### src/rtl/csr_pkg.sv
// Shared constants for the Zicsr unit: funct3 encodings, RMW op codes and the
// read-only counter address map.
package csr_pkg;

  localparam logic [2:0] CSRRW  = 3'b001;
  localparam logic [2:0] CSRRS  = 3'b010;
  localparam logic [2:0] CSRRC  = 3'b011;
  localparam logic [2:0] CSRRWI = 3'b101;
  localparam logic [2:0] CSRRSI = 3'b110;
  localparam logic [2:0] CSRRCI = 3'b111;

  localparam logic [1:0] OP_RW = 2'b01;
  localparam logic [1:0] OP_RS = 2'b10;
  localparam logic [1:0] OP_RC = 2'b11;

  localparam logic [11:0] ADDR_CYCLE    = 12'hC00;
  localparam logic [11:0] ADDR_TIME     = 12'hC01;
  localparam logic [11:0] ADDR_INSTRET  = 12'hC02;
  localparam logic [11:0] ADDR_CYCLEH   = 12'hC80;
  localparam logic [11:0] ADDR_TIMEH    = 12'hC81;
  localparam logic [11:0] ADDR_INSTRETH = 12'hC82;

endpackage

### src/rtl/csr_counter.sv
// Free-running wrap-around counter with enable; used for cycle/time and instret.
module csr_counter #(
  parameter int W = 64
) (
  input  logic         clk,
  input  logic         reset,
  input  logic         en,
  output logic [W-1:0] count
);

  always_ff @(posedge clk or posedge reset) begin
    if (reset)
      count <= '0;
    else if (en)
      count <= count + W'(1);
  end

endmodule

### src/rtl/csr_unit.sv
// Zicsr execute unit in EX: combinational read/decode, tohost register written
// on the edge that advances the instruction, and cycle/instret counters.
module csr_unit
  import csr_pkg::*;
#(
  parameter int          XLEN        = 32,
  parameter int          CNT_W       = 64,
  parameter logic [11:0] TOHOST_ADDR = 12'h51E
) (
  input  logic            clk,
  input  logic            reset,
  input  logic            stall,
  input  logic            csr_valid,
  input  logic [2:0]      csr_funct3,
  input  logic [11:0]     csr_addr,
  input  logic [4:0]      csr_rs1_addr,
  input  logic [XLEN-1:0] csr_rs1_data,
  input  logic            retire,
  output logic [XLEN-1:0] csr_rdata,
  output logic            csr_illegal,
  output logic [XLEN-1:0] csr,
  output logic            tohost_valid
);

  generate
    if (CNT_W != 32 && CNT_W != 64) begin : g_bad_cnt_w
      $error("csr_unit: CNT_W must be 32 or 64");
    end
  endgenerate

  function automatic logic [XLEN-1:0] csr_rmw(input logic [1:0] op,
                                              input logic [XLEN-1:0] old,
                                              input logic [XLEN-1:0] src);
    case (op)
      OP_RW:   return src;
      OP_RS:   return old | src;
      OP_RC:   return old & ~src;
      default: return old;
    endcase
  endfunction

  logic [CNT_W-1:0] cycle_cnt;
  logic [CNT_W-1:0] instret_cnt;
  logic [63:0]      cycle_64;
  logic [63:0]      instret_64;

  // cycle/time never stall; instret only counts retirements that actually advance.
  csr_counter #(.W(CNT_W)) u_cycle_cnt (
    .clk   (clk),
    .reset (reset),
    .en    (1'b1),
    .count (cycle_cnt)
  );

  csr_counter #(.W(CNT_W)) u_instret_cnt (
    .clk   (clk),
    .reset (reset),
    .en    (retire & ~stall),
    .count (instret_cnt)
  );

  // Zero-extending to 64 makes the high halves read 0 when CNT_W is 32.
  assign cycle_64   = 64'(cycle_cnt);
  assign instret_64 = 64'(instret_cnt);

  logic [XLEN-1:0] tohost_q;
  logic [XLEN-1:0] old_val_p0;
  logic [XLEN-1:0] src_p0;
  logic [1:0]      op_p0;
  logic            mapped_p0;
  logic            read_only_p0;
  logic            wr_intent_p0;
  logic            wr_commit_p0;

  assign op_p0        = csr_funct3[1:0];
  assign src_p0       = csr_funct3[2] ? XLEN'(csr_rs1_addr) : csr_rs1_data;
  assign wr_intent_p0 = (op_p0 == OP_RW) || (csr_rs1_addr != 5'd0);

  always_comb begin
    mapped_p0    = 1'b1;
    read_only_p0 = 1'b1;
    old_val_p0   = '0;
    case (csr_addr)
      TOHOST_ADDR: begin
        read_only_p0 = 1'b0;
        old_val_p0   = tohost_q;
      end
      ADDR_CYCLE, ADDR_TIME:   old_val_p0 = XLEN'(cycle_64);
      ADDR_CYCLEH, ADDR_TIMEH: old_val_p0 = XLEN'(cycle_64[63:32]);
      ADDR_INSTRET:            old_val_p0 = XLEN'(instret_64);
      ADDR_INSTRETH:           old_val_p0 = XLEN'(instret_64[63:32]);
      default:                 mapped_p0  = 1'b0;
    endcase
  end

  assign csr_illegal  = csr_valid & ((op_p0 == 2'b00) | ~mapped_p0 |
                                     (wr_intent_p0 & read_only_p0));
  assign csr_rdata    = csr_valid ? old_val_p0 : '0;
  assign wr_commit_p0 = csr_valid & wr_intent_p0 & ~csr_illegal & ~stall;

  // ---- commit edge: instruction leaves EX ----
  always_ff @(posedge clk or posedge reset) begin
    if (reset) begin
      tohost_q     <= '0;
      tohost_valid <= 1'b0;
    end else begin
      tohost_valid <= wr_commit_p0;
      if (wr_commit_p0)
        tohost_q <= csr_rmw(op_p0, old_val_p0, src_p0);
    end
  end

  assign csr = tohost_q;

endmodule
### config.mk
export PLATFORM = sky130hd
export DESIGN_NAME = csr_unit
export DESIGN_NICKNAME = d
export VERILOG_FILES = /design/src/rtl/csr_pkg.sv /design/src/rtl/csr_counter.sv /design/src/rtl/csr_unit.sv
export SDC_FILE = /design/constraint.sdc
export NUM_CORES = 1
export LEC_CHECK = 0
export CAP_MARGIN = 20
export CORE_MARGIN = 1
export CORE_UTILIZATION = 55
export CTS_BUF_LIST = sky130_fd_sc_hd__clkbuf_8
export DETAILED_ROUTE_END_ITERATION = 12
export GPL_ROUTABILITY_DRIVEN = 0
export PLACE_DENSITY = 0.79
export SYNTH_ARGS = -nofsm -noshare
export SYNTH_HDL_FRONTEND = slang
export SYNTH_SLANG_ARGS = --single-unit
### constraint.sdc
create_clock -name clk -period 15.4 [get_ports clk]
set_clock_uncertainty 0.15 [all_clocks]
set_input_delay 1.54 -clock clk [delete_from_list [all_inputs] [get_ports clk]]
set_output_delay 1.54 -clock clk [all_outputs]
set_load 0.005 [all_outputs]
==> run metrics <==
outcome=completed; GR met3 Demand/Resource=5.71%; post-synthesis adder-cell area fraction=0.258%; drt drc=0; Worst EP arrival=4.63 ns; Final Max Tran Viols=0; mux contribution to synthesized area=7.65%; Setup Viol. Count Final=0; Max Cap Viol=0; io pins=123; post-route antenna net violation count=0; EDFF count, synth=0; TritonRoute pass-1 iters=5; largest family of logic cells by synthesized area=simple AND/OR/NAND/NOR gates; WL/cell=20.2 um; Slew @ Worst Pin=1.08 ns; Final Hold Fails=0; crit path launch type=input pin; Floorplan Core Area=17,200 um^2; layout cells sized above 1=9.97%; via count=8,303; post-cts sizing count=0; n_diodes=0; setup TNS=0 ns; worst-path fanout max=39; crit-path most repeated cell=clkdlybuf4s50_1; CP max-delay cell=nand3_1; TritonCTS buffer count=17; XOR/XNOR Fraction of Synth Area=11.7%; multi-input combinational cell area=5290 um^2; synth unique cells=60; area share of the largest cell type after synthesis=41.6%; Tmin final=6.32 ns; vias in the first global route=8,159; Simple-Gate Fraction of Synth Area=26.4%; initial drt markers=728; RSZ-0062 raised after global routing=false; period utilization=41.0%; initial antenna violation count=0; GR Util met2=49.9%; Reg clk slew, reported paths=0.09 ns; # clock sinks=161; final wirelength=27.2 mm; Global Route Usage Sum=31.4%; first-pass GRT wire length=44.0 mm; CTS H-tree lvls=4; Starting Density=56.2%; smallest hold slack=0.332 ns; number of synthesized register bits=161; Yosys warning count=0; area growth from synthesis to layout=17.9%; Mapped Nets=1,075; Post-Synthesis Cells=1,016; ys async rst share=100%; Post CTS Setup Buffer Count=0; post-synthesis sequential area ratio=41.6%; crit-path cells=clkdlybuf4s50_1, nor3b_2, buf_4, nand3_1, o2bb2ai_1, o21a_1, clkdlybuf4s50_1; Max VDD drop=0.0000541 V; grt peak-use layer=met2; Top FF cell, synth=dfrtp_1; largest net degree at the start of global routing=86; Leakage=4.85 nW; # hold bufs at CTS=0; Fill cells=1,361; CP Class=in2out; IO Port Bufs=122; NumNets Final=1,169; post-synthesis compound-gate area fraction=8.49%; Required @ worst endpoint=13.71 ns; dominant cell type by area after synthesis=dfrtp_1; most area-consuming cells after synthesis=dfrtp_1, xnor2_1, nand3_1; CP Capture Type=primary output; Peak Freq=158 MHz; syn avg cell area=9.53 um^2; grt ovf=0; sequential cell area=4030 um^2; clock latency at the later pin of the worst-skew pair=0.46 ns; die area=18,100 um^2; hpwl dp=19.0 mm; Longest Clk Path Bufs=2; die height=135 um; synthesized cell area=9690 um^2; power per cell area=70.0 nW/um^2; slowest stage delay, CP=0.86 ns; DR vias/cell=6.16; met1 usage=43.2%; FP Rows=48; Die W=135 um; CTS tree=done; root buf cell=clkbuf_8; worst hold path class=reg2reg; Slew Limit Headroom=27.8%
## sequential cells by signal, summed over array words and instances, names as in the netlist
name,count
tohost_valid,1
csr,32
u_instret_cnt.count,64
u_cycle_cnt.count,64
## kinds of logic after synthesis
| family | count (synthesis) |
|---|---|
| xor gates and xnor gates | 129 |
| buffers and inverters | 94 |
| DFF | 161 |
| and+or+nand+nor | 442 |
| AOI/OAI and AO/OA | 119 |
| muxes | 69 |
| adders and majority gates | 2 |
## per-layer routing
metal | vias up | wire, um
li1 | 3818 | -
met1 | 4042 | 11900
met2 | 394 | 12600
met3 | 49 | 2090
met4 | 0 | 614
met5 | - | 0
## worst paths after layout
check | start | slack [ns] | cells after the start | endpoint
min | u_instret_cnt.count[63] | 0.33 | 1 | u_instret_cnt.count[63]
max reg2reg | u_instret_cnt.count[0] | 12.85 | 6 | u_instret_cnt.count[62]
min in group asynchronous | reset | 1.41 | 2 | u_instret_cnt.count[19]
max | csr_addr[11] | 9.08 | 7 | csr_rdata[2]
max in group asynchronous | reset | 12.59 | 4 | u_cycle_cnt.count[41]
min reg2reg | u_instret_cnt.count[63] | 0.33 | 1 | u_instret_cnt.count[63]
## cells in the mapped netlist (4+ instances only)
cell      count
nor4_4        4
nand3b_1     17
o221ai_1     17
nand2_1      63
and2_1       16
nor3_1       25
buf_2        21
nand3_1     107
xor2_1       51
nand4_1      37
a31oi_1      32
a21oi_1      20
inv_1        35
nor4_1        8
dfrtp_1     161
mux2i_1      29
a32o_1        4
nand2b_1     16
and4_1       12
clkbuf_1     33
nand4_4       5
and3_1       18
mux2_2       40
nor4_2        4
xnor2_1      78
nor2_1       78
o21a_1       20
nor2b_1       7
nor3b_1       4
o21ai_0      10
## worst max-delay path: cells and delay by family
kind / cells / cell delay [ns]
AOI/OAI and AO/OA: 2 / 0.71
and+or+nand+nor: 2 / 1.01
buffers and inverters: 3 / 1.36
## per-stage QoR
stage	util [%]	total power [W]	setup slack, ns	instance area, um^2	std cells
floorplan	-	0.000490	9.36	9690	1016
global placement	64.0	0.000524	9.21	11000	1314
detailed placement	64.0	0.000526	9.12	11000	1314
CTS	66.0	0.000802	9.10	11400	1346
global route	66.3	0.000830	8.87	11400	1348
finish	66.3	0.000800	9.08	11400	1348
## layout by cell type, fill, tap and decap left out, types with 16 or more instances in the layout
| master | synthesis | final |
|---|---|---|
| o21a_1 | 20 | 20 |
| a21oi_1 | 20 | 20 |
| nor3_1 | 25 | 25 |
| nand2b_1 | 16 | 16 |
| and3_1 | 18 | 18 |
| clkdlybuf4s50_1 | 0 | 120 |
| a31oi_1 | 32 | 32 |
| mux2i_1 | 29 | 29 |
| inv_1 | 35 | 36 |
| nand3_1 | 107 | 107 |
| nand2_1 | 63 | 63 |
| nand3b_1 | 17 | 17 |
| and2_1 | 16 | 16 |
| xor2_1 | 51 | 51 |
| xnor2_1 | 78 | 78 |
| mux2_2 | 40 | 40 |
| nor2_1 | 78 | 78 |
| nand4_1 | 37 | 37 |
| dfrtp_1 | 161 | 161 |
| clkbuf_8 | 0 | 19 |
| o221ai_1 | 17 | 17 |
## power by group
part,switching [W],internal [W]
clock network,0.000163,0.000119
logic,0.0000413,0.0000343
registers,0.0000129,0.000430
total,0.000217,0.000583
## area by class of cell
type                            instances  share of cell area [%]
Clock inverter                         13                   0.789
Sequential cell                       161                    35.3
Inverter                               35                    1.19
Clock buffer                           19                    2.29
Timing Repair Buffer                  134                    11.7
Multi-Input combinational cell        761                    46.3
Tap cell                              225                    2.46
Power figures use the tool's default switching activity.
